$ cat src/rtl/bright_spot_tracker.sv
// rtl/bright_spot_tracker.sv - per-frame bright-pixel bounding box with SEARCH/LOCKED/COAST lock tracking
// Results of the frame just closed are published one cycle after frame_start and held until the next one.
module bright_spot_tracker #(
  parameter logic [9:0] THRESH      = 10'd1000,
  parameter int         MIN_COUNT   = 16,
  parameter int         HOLD_FRAMES = 8,
  parameter logic [9:0] HOME_X      = 10'd464,
  parameter logic [9:0] HOME_Y      = 10'd274
) (
  input  logic        CLK,
  input  logic        Reset,
  input  logic        frame_start,
  input  logic        pix_valid,
  input  logic [9:0]  VGA_X,
  input  logic [9:0]  VGA_Y,
  input  logic [9:0]  VGA_R_In,
  input  logic [9:0]  VGA_G_In,
  input  logic [9:0]  VGA_B_In,
  input  logic        track_en,
  output logic [9:0]  center_x,
  output logic [9:0]  center_y,
  output logic        locked,
  output logic [18:0] hit_count,
  output logic        frame_done
);

  typedef enum logic [1:0] {SEARCH, LOCKED, COAST} state_t;

  localparam logic [18:0] MIN_CNT  = 19'(MIN_COUNT);
  localparam logic [4:0]  HOLD_CNT = 5'(HOLD_FRAMES);
  localparam logic [18:0] CNT_MAX  = 19'h7FFFF;

  state_t      state_q, state_d;
  logic [3:0]  miss_q, miss_d;
  logic [18:0] cnt_q, cnt_d;
  logic [9:0]  min_x_q, min_x_d, max_x_q, max_x_d;
  logic [9:0]  min_y_q, min_y_d, max_y_q, max_y_d;
  logic [9:0]  center_x_q, center_x_d, center_y_q, center_y_d;
  logic [18:0] hit_count_q, hit_count_d;
  logic        locked_q, locked_d;
  logic        frame_done_q, frame_done_d;

  logic        bright;
  logic        good;
  logic [10:0] sum_x, sum_y;
  logic [9:0]  cand_x, cand_y;
  logic [4:0]  miss_inc;

  always_comb begin
    bright   = pix_valid & track_en & (VGA_R_In >= THRESH) &
               (VGA_G_In >= THRESH) & (VGA_B_In >= THRESH);
    good     = (cnt_q >= MIN_CNT);
    sum_x    = {1'b0, min_x_q} + {1'b0, max_x_q};
    sum_y    = {1'b0, min_y_q} + {1'b0, max_y_q};
    cand_x   = sum_x[10:1];
    cand_y   = sum_y[10:1];
    miss_inc = {1'b0, miss_q} + 5'd1;

    state_d      = state_q;
    miss_d       = miss_q;
    cnt_d        = cnt_q;
    min_x_d      = min_x_q;
    max_x_d      = max_x_q;
    min_y_d      = min_y_q;
    max_y_d      = max_y_q;
    center_x_d   = center_x_q;
    center_y_d   = center_y_q;
    hit_count_d  = hit_count_q;
    frame_done_d = 1'b0;

    if (frame_start) begin
      frame_done_d = 1'b1;
      hit_count_d  = cnt_q;
      case (state_q)
        SEARCH: begin
          if (good) begin
            state_d    = LOCKED;
            center_x_d = cand_x;
            center_y_d = cand_y;
          end else begin
            center_x_d = HOME_X;
            center_y_d = HOME_Y;
          end
        end
        LOCKED: begin
          if (good) begin
            center_x_d = cand_x;
            center_y_d = cand_y;
          end else begin
            state_d = COAST;
            miss_d  = 4'd1;
          end
        end
        COAST: begin
          if (good) begin
            state_d    = LOCKED;
            miss_d     = 4'd0;
            center_x_d = cand_x;
            center_y_d = cand_y;
          end else if (miss_inc == HOLD_CNT) begin
            state_d    = SEARCH;
            miss_d     = 4'd0;
            center_x_d = HOME_X;
            center_y_d = HOME_Y;
          end else begin
            miss_d = miss_inc[3:0];
          end
        end
        default: state_d = SEARCH;
      endcase

      // A bright pixel on the frame_start cycle opens the new frame.
      if (bright) begin
        cnt_d   = 19'd1;
        min_x_d = VGA_X;
        max_x_d = VGA_X;
        min_y_d = VGA_Y;
        max_y_d = VGA_Y;
      end else begin
        cnt_d   = 19'd0;
        min_x_d = 10'h3FF;
        max_x_d = 10'h000;
        min_y_d = 10'h3FF;
        max_y_d = 10'h000;
      end
    end else if (bright) begin
      cnt_d = (cnt_q == CNT_MAX) ? cnt_q : cnt_q + 19'd1;
      if (VGA_X < min_x_q) min_x_d = VGA_X;
      if (VGA_X > max_x_q) max_x_d = VGA_X;
      if (VGA_Y < min_y_q) min_y_d = VGA_Y;
      if (VGA_Y > max_y_q) max_y_d = VGA_Y;
    end

    locked_d = (state_d != SEARCH);
  end

  always_ff @(posedge CLK) begin
    if (Reset) begin
      state_q      <= SEARCH;
      miss_q       <= 4'd0;
      cnt_q        <= 19'd0;
      min_x_q      <= 10'h3FF;
      max_x_q      <= 10'h000;
      min_y_q      <= 10'h3FF;
      max_y_q      <= 10'h000;
      center_x_q   <= HOME_X;
      center_y_q   <= HOME_Y;
      hit_count_q  <= 19'd0;
      locked_q     <= 1'b0;
      frame_done_q <= 1'b0;
    end else begin
      state_q      <= state_d;
      miss_q       <= miss_d;
      cnt_q        <= cnt_d;
      min_x_q      <= min_x_d;
      max_x_q      <= max_x_d;
      min_y_q      <= min_y_d;
      max_y_q      <= max_y_d;
      center_x_q   <= center_x_d;
      center_y_q   <= center_y_d;
      hit_count_q  <= hit_count_d;
      locked_q     <= locked_d;
      frame_done_q <= frame_done_d;
    end
  end

  assign center_x   = center_x_q;
  assign center_y   = center_y_q;
  assign locked     = locked_q;
  assign hit_count  = hit_count_q;
  assign frame_done = frame_done_q;

endmodule
$ cat config.mk
export PLATFORM = sky130hd
export DESIGN_NAME = bright_spot_tracker
export DESIGN_NICKNAME = d
export VERILOG_FILES = /design/src/rtl/bright_spot_tracker.sv
export SDC_FILE = /design/constraint.sdc
export NUM_CORES = 1
export LEC_CHECK = 0
export BUFFER_PORTS_ARGS = -buffer_cell sky130_fd_sc_hd__clkbuf_2
export CAP_MARGIN = 0
export CORE_ASPECT_RATIO = 0.75
export CORE_MARGIN = 5
export CORE_UTILIZATION = 40
export DETAILED_ROUTE_END_ITERATION = 8
export GPL_TIMING_DRIVEN = 0
export SETUP_SLACK_MARGIN = 0.2
export SLEW_MARGIN = 20
export SYNTH_ARGS = -nofsm -noshare
export SYNTH_HDL_FRONTEND = slang
export SYNTH_SLANG_ARGS = --single-unit
$ cat constraint.sdc
create_clock -name CLK -period 2.06 [get_ports CLK]
set_input_delay 0.412 -clock CLK [delete_from_list [all_inputs] [get_ports CLK]]
set_output_delay 0.412 -clock CLK [all_outputs]
set_load 0.02 [all_outputs]
; ---- After elaboration in Yosys (flattened, before gate mapping)
; Cells that the tools add are included.
[classes]
mux = 41
eq_ne = 8
n_addsub = 4
reduce_logical = 16
bitwise_logic = 4
order_cmp = 8
[ops]
columns = cell, n
row1 = $mux W10, 24
row2 = $pmux W10 S3, 2
row3 = $mux W19, 3
row4 = $ge A10 B10 Y1 const B, 3
row5 = $add A10 B10 Y11, 2
row6 = $gt A10 B10 Y1, 2
row7 = $lt A10 B10 Y1, 2
row8 = $add A19 B1 Y19 const B, 1
row9 = $eq A19 B19 Y1 const B, 1
row10 = $ge A19 B5 Y1 const B, 1
row11 = $reduce_bool A2 Y1, 7
row12 = $mux W4, 3
row13 = $mux W2, 5
row14 = $reduce_and A2 Y1, 5
row15 = $pmux W4 S2, 1
row16 = $ne A2 B2 Y1 const B, 3
row17 = $pmux W2 S3, 1
row18 = $add A4 B1 Y5 const B, 1
row19 = $eq A5 B4 Y1 const B, 1
row20 = $and A1 B1 Y1, 4
row21 = $reduce_and A4 Y1, 1
row22 = $ne A3 B3 Y1 const B, 1
row23 = $reduce_and A3 Y1, 1
row24 = $reduce_bool A3 Y1, 1
row25 = 4 further kinds, 5
[totals]
ff_bits = 106
out_inout_bits = 41
inputBits = 55

; ---- Longest topological paths before layout
[logic_depth]
ltp_word = 7
ltp_mapped = 9
depth_no_buf = 8

; ---- Worst setup path before layout
; No wires, ideal clock.
[synth_timing]
path_type = flip-flop to flip-flop
from = register min_x_q[0]
to = register center_x_q[7], in the netlist center_x[7]
required_time_ns = 1.938
t_arrival_ns = 2.033
setup_time_ns = 0.122
path_slack_ns = -0.095
synth_period_minus_slack_ns = 2.155
stages_incl_launch_ff = 9
cell_sequence = dfxtp_1 > and2_1 > fa_1 > a211oi_1 > nor2_1 > o31ai_1 > a21oi_1 > or4_1 > o311a_1
[synth_via]
elab_chain_len = 3
[synth_lines]
columns = element, line_no
row1 = start: declaration, 36  ; logic [9:0] min_x_q, min_x_d, max_x_q, max_x_d;
row2 = start signal: assignment, 155  ; min_x_q <= min_x_d;
row3 = $add A10 B10 Y11 *, 53  ; sum_x = {1'b0, min_x_q} + {1'b0, max_x_q};
row4 = "$mux W10, on equally long branches", "95, 76, 86"
row5 = $pmux W10 S3 *, 74  ; case (state_q)
row6 = end signal: assignment, 159  ; center_x_q <= center_x_d;
row7 = end: declaration, 38  ; logic [9:0] center_x_q, center_x_d, center_y_q, center_y_d;
; Every way passes the cells marked *; elsewhere a longest branch is shown, timed or not. The select of a mux whose other input is x is not followed.
; A chain may end at the register's enable or synchronous reset.

; ---- Final worst setup path
[layout_timing]
from = register cnt_q[0]
to = register cnt_q[10]
[layout_via]
elab_chain_len = 4
[layout_lines]
columns = element, line_no
row1 = start: declaration, 35  ; logic [18:0] cnt_q, cnt_d;
row2 = start signal: assignment, 154  ; cnt_q <= cnt_d;
row3 = $add A19 B1 Y19, 127  ; cnt_d = (cnt_q == CNT_MAX) ? cnt_q : cnt_q + 19'd1;
row4 = $mux W19, 127
row5 = $mux W19, 126  ; end else if (bright) begin
row6 = $mux W19, 71  ; if (frame_start) begin
; Several ways; a longest one is shown, not always the timed one. The select of a mux whose other input is x is not followed.

==> flow_summary_export.csv <==
group,metric,value,unit
pwr,p_leak,3.50,nW
worst_setup_path,r2r-end,"cnt_q[10]",
synth,synth_edf_count,0,
final_layout,postLayoutCoreUtil,0.560,
floorplan,die-area,0.0171,mm²
sta,rsz0062_at_grt,"true",
drt,firstDrtPassIters,4,
floorplan,fp.coreArea,0.0144,mm²
final_layout,layout-drive-gt1-share,0.392,
sta,setup_viol,3,
hold_path,hp-class,"in2reg",
grt,grt_overflow,0,
sta,min_period,2090,ps
final_layout,mostFrequentLayoutCells,"86 x clkbuf_2, 84 x nor2_1, 64 x dfxtp_1, 50 x buf_4, 43 x ha_1",
worst_setup_path,r2r-start,"cnt_q[0]",
worst_setup_path,start_kind,"register",
synth,synth_mux_area_frac,0.0515,
synth,synthArstFlopShare,0,
clocking,cts_htree_levels,3,
floorplan,fp.dieH,115,µm
synth,syn_avg_cell_area,8.86,µm²
synth,yosys_most_used_dff,"dfxtp_1",
drt,drtIter0Drc,289,
floorplan,ios,96,
grt,busiest_layer,"met2",
synth,yosys_warnings,0,
final_layout,final_cell_area,0.00803,mm²
worst_setup_path,r2r_cells,8,
worst_setup_path,slowest_delay,550,ps
grt,antenna_found_initial,0,
synth,synth-compound-area-share,0.195,
grt,use_met2,0.321,
worst_setup_path,path_cells,"ha_4, nand2_4, or4_4, o211ai_4, buf_6, a211oi_4, xnor2_1, nor2_1",
floorplan,die_x,149,µm
drt,postRouteAntennaNets,0,
sta,layout_worst_path_cycle_share,1.02,
placement,hpwlAfterDp,11800,µm
drt,via_per_inst,5.41,
worst_setup_path,crit_arrival,2320,ps
sta,relSlewSlack,0.585,
worst_setup_path,crit_path_start,"cnt_q[0]",
grt,track_usage,0.195,
sta,tightest_slew,621,ps
pwr,ir_drop,0.000391,V
synth,ys_ff_latch,106,
synth,synth_top_family_by_area,"compound AO/OA/AOI/OAI gates",
placement,gp_congestion,0.876,
worst_setup_path,worstPathRequired,2280,ps
sta,holdWs,297,ps
synth,synth_cells,658,
grt,met3_usage,0.0503,
synth,synthSimpleGateAreaFrac,0.170,
worst_setup_path,slowest_stage,"or4_4",
clocking,ctsHoldBuffers,0,
outcome,status,"finished, violations left",
floorplan,placementRows,38,
sta,fmax,478,MHz
synth,syn_nets,774,
drt,wire_per_inst,16.8,µm
final_layout,final_common_cell,"clkbuf_2",
placement,io_buffer_count,85,
drt,route.detailed.drc,0,
drt,num_vias,5500,
pwr,finalPower,3.97,mW
synth,yosysUniqueCellTypes,61,
worst_setup_path,path_max_fanout,5,
final_layout,fill_cells,1298,
worst_setup_path,critical_path.endpoint,"cnt_q[10]",
final_layout,area_growth,37.8,%
sta,finalMaxSlewViolations,0,
clocking,clkSlewWorstSetupHoldPaths,70,ps
synth,ys_seq_area_frac,0.364,
sta,fin_skew,5.21,ps
outcome,violations,"setup timing",
synth,synthAdderAreaFrac,0.133,
clocking,clk_latency,360,ps
worst_setup_path,endpoint_kind,"register",
pwr,powerDensity,495,mW/mm²
clocking,clk_path_buf_depth,2,
floorplan,start_util,0.406,
flow_run,maxCapViolations,0,
worst_setup_path,rrSetupSlack,-30,ps
worst_setup_path,worst-setup-path-type,"reg2reg",
grt,grt_max_degree,17,
sta,setup_tns,-63.6,ps
grt,use_met1,0.258,
clocking,cts_root_buf,"clkbuf_16",
clocking,cts_tree,"built",
final_layout,n_antenna_cell,0,
sta,hold_viol,0,
drt,wl,17100,µm
clocking,cts_buffers,9,
sta,layout_setup_ws,-32.8,ps
clocking,cts_sinks,106,
grt,grt_pass1_wl,26800,µm
grt,first_global_vias,5354,
synth,synth-xor-area-share,0.0345,
placement,place_area,0.00667,mm²
final_layout,nNetsFinal,928,
synth,synthesis.area,0.00583,mm²
[worst min path at each step]
stage / from / to / slack, ps / cells after the start
global route: VGA_X[0] / max_x_q[0] / 290 / 2
detailed placement: miss_q[2] / miss_q[2] / 460 / 2
CTS: VGA_X[0] / max_x_q[0] / 290 / 2
floorplan: miss_q[2] / miss_q[2] / 440 / 2
finish: VGA_X[0] / max_x_q[0] / 300 / 2
global placement: miss_q[2] / miss_q[2] / 450 / 2
[cells in the mapped netlist, types with 5 or more instances]
cell / n / area (µm²)
nand3_1: 11 / 55.1
ha_1: 59 / 738
a21o_1: 15 / 113
nor2_1: 87 / 327
buf_2: 7 / 35.0
nand2_1: 32 / 120
a22o_1: 22 / 193
nor4_1: 5 / 31.3
mux2i_1: 30 / 300
o21ai_0: 17 / 85.1
a21oi_1: 43 / 215
nand2b_1: 6 / 37.5
dfxtp_1: 106 / 2120
a22oi_1: 12 / 90.1
o22a_1: 10 / 87.6
a211oi_1: 10 / 75.1
xor2_1: 5 / 43.8
nand4_1: 16 / 100
nor3_1: 16 / 80.1
clkbuf_1: 14 / 52.6
inv_1: 47 / 176
xnor2_1: 18 / 158
[state kept, by name, indices dropped and copies added, names as in the netlist]
signal      flops
min_x_q        10
cnt_q          19
max_x_q        10
center_y       10
state_q         2
min_y_q        10
center_x       10
hit_count      19
max_y_q        10
locked          1
frame_done      1
miss_q          4
[stage by stage]
step / cells / setup slack [ps]
after floorplan: 658 / -30.4
after global placement: 943 / -340
after detailed placement: 943 / -363
after CTS: 992 / -92.3
after global routing: 1017 / -93.3
final: 1017 / -32.8
[power by group]
part | switching [mW] | internal [mW] | total [mW]
Clock | 0.780 | 0.848 | 1.63
Sequential | 0.000262 | 2.03 | 2.03
Combinational | 0.189 | 0.124 | 0.313
[critical path: cells and delay by family, from the launching register on]
| kind | cells | cell delay (ps) |
|---|---|---|
| buffers and inverters | 1 | 200 |
| DFF | 1 | 360 |
| xor gates and xnor gates | 1 | 190 |
| AOI/OAI and AO/OA | 2 | 390 |
| and+or+nand+nor | 3 | 670 |
| adders and majority gates | 1 | 150 |
[routing by layer]
layer / up-vias / wire (µm)
li1: 2704 / -
met1: 2643 / 7800
met2: 134 / 8180
met5: - / 0
met4: 0 / 244
met3: 19 / 893
[timing repair]
| item | in CTS | in global routing |
|---|---|---|
| gates resized for setup | 99 | 80 |
| cloned | 5 | 1 |
| pin swaps | 55 | 44 |
| setup endpoints to repair | 67 | 83 |
| buffers inserted | 29 | 24 |
[final cells by class]
class | count | area [µm²] | share of cell area
Multi-Input combinational cell | 480 | 4080 | 0.508
Sequential cell | 106 | 2200 | 0.274
Timing Repair Buffer | 142 | 883 | 0.110
Tap cell | 200 | 250 | 0.0311
Clock buffer | 11 | 243 | 0.0302
Inverter | 48 | 184 | 0.0229
Buffer | 25 | 156 | 0.0195
Clock inverter | 5 | 28.8 | 0.00358
[kinds of logic (layout without fill, tap and decap cells)]
family	after synthesis	count (layout)
simple gates	202	202
compound gates	162	164
flops	106	106
buf+inv	74	231
fa+ha+maj	61	61
mux	30	30
xor+xnor	23	23
No activity file was read; power rests on OpenSTA's default activity.
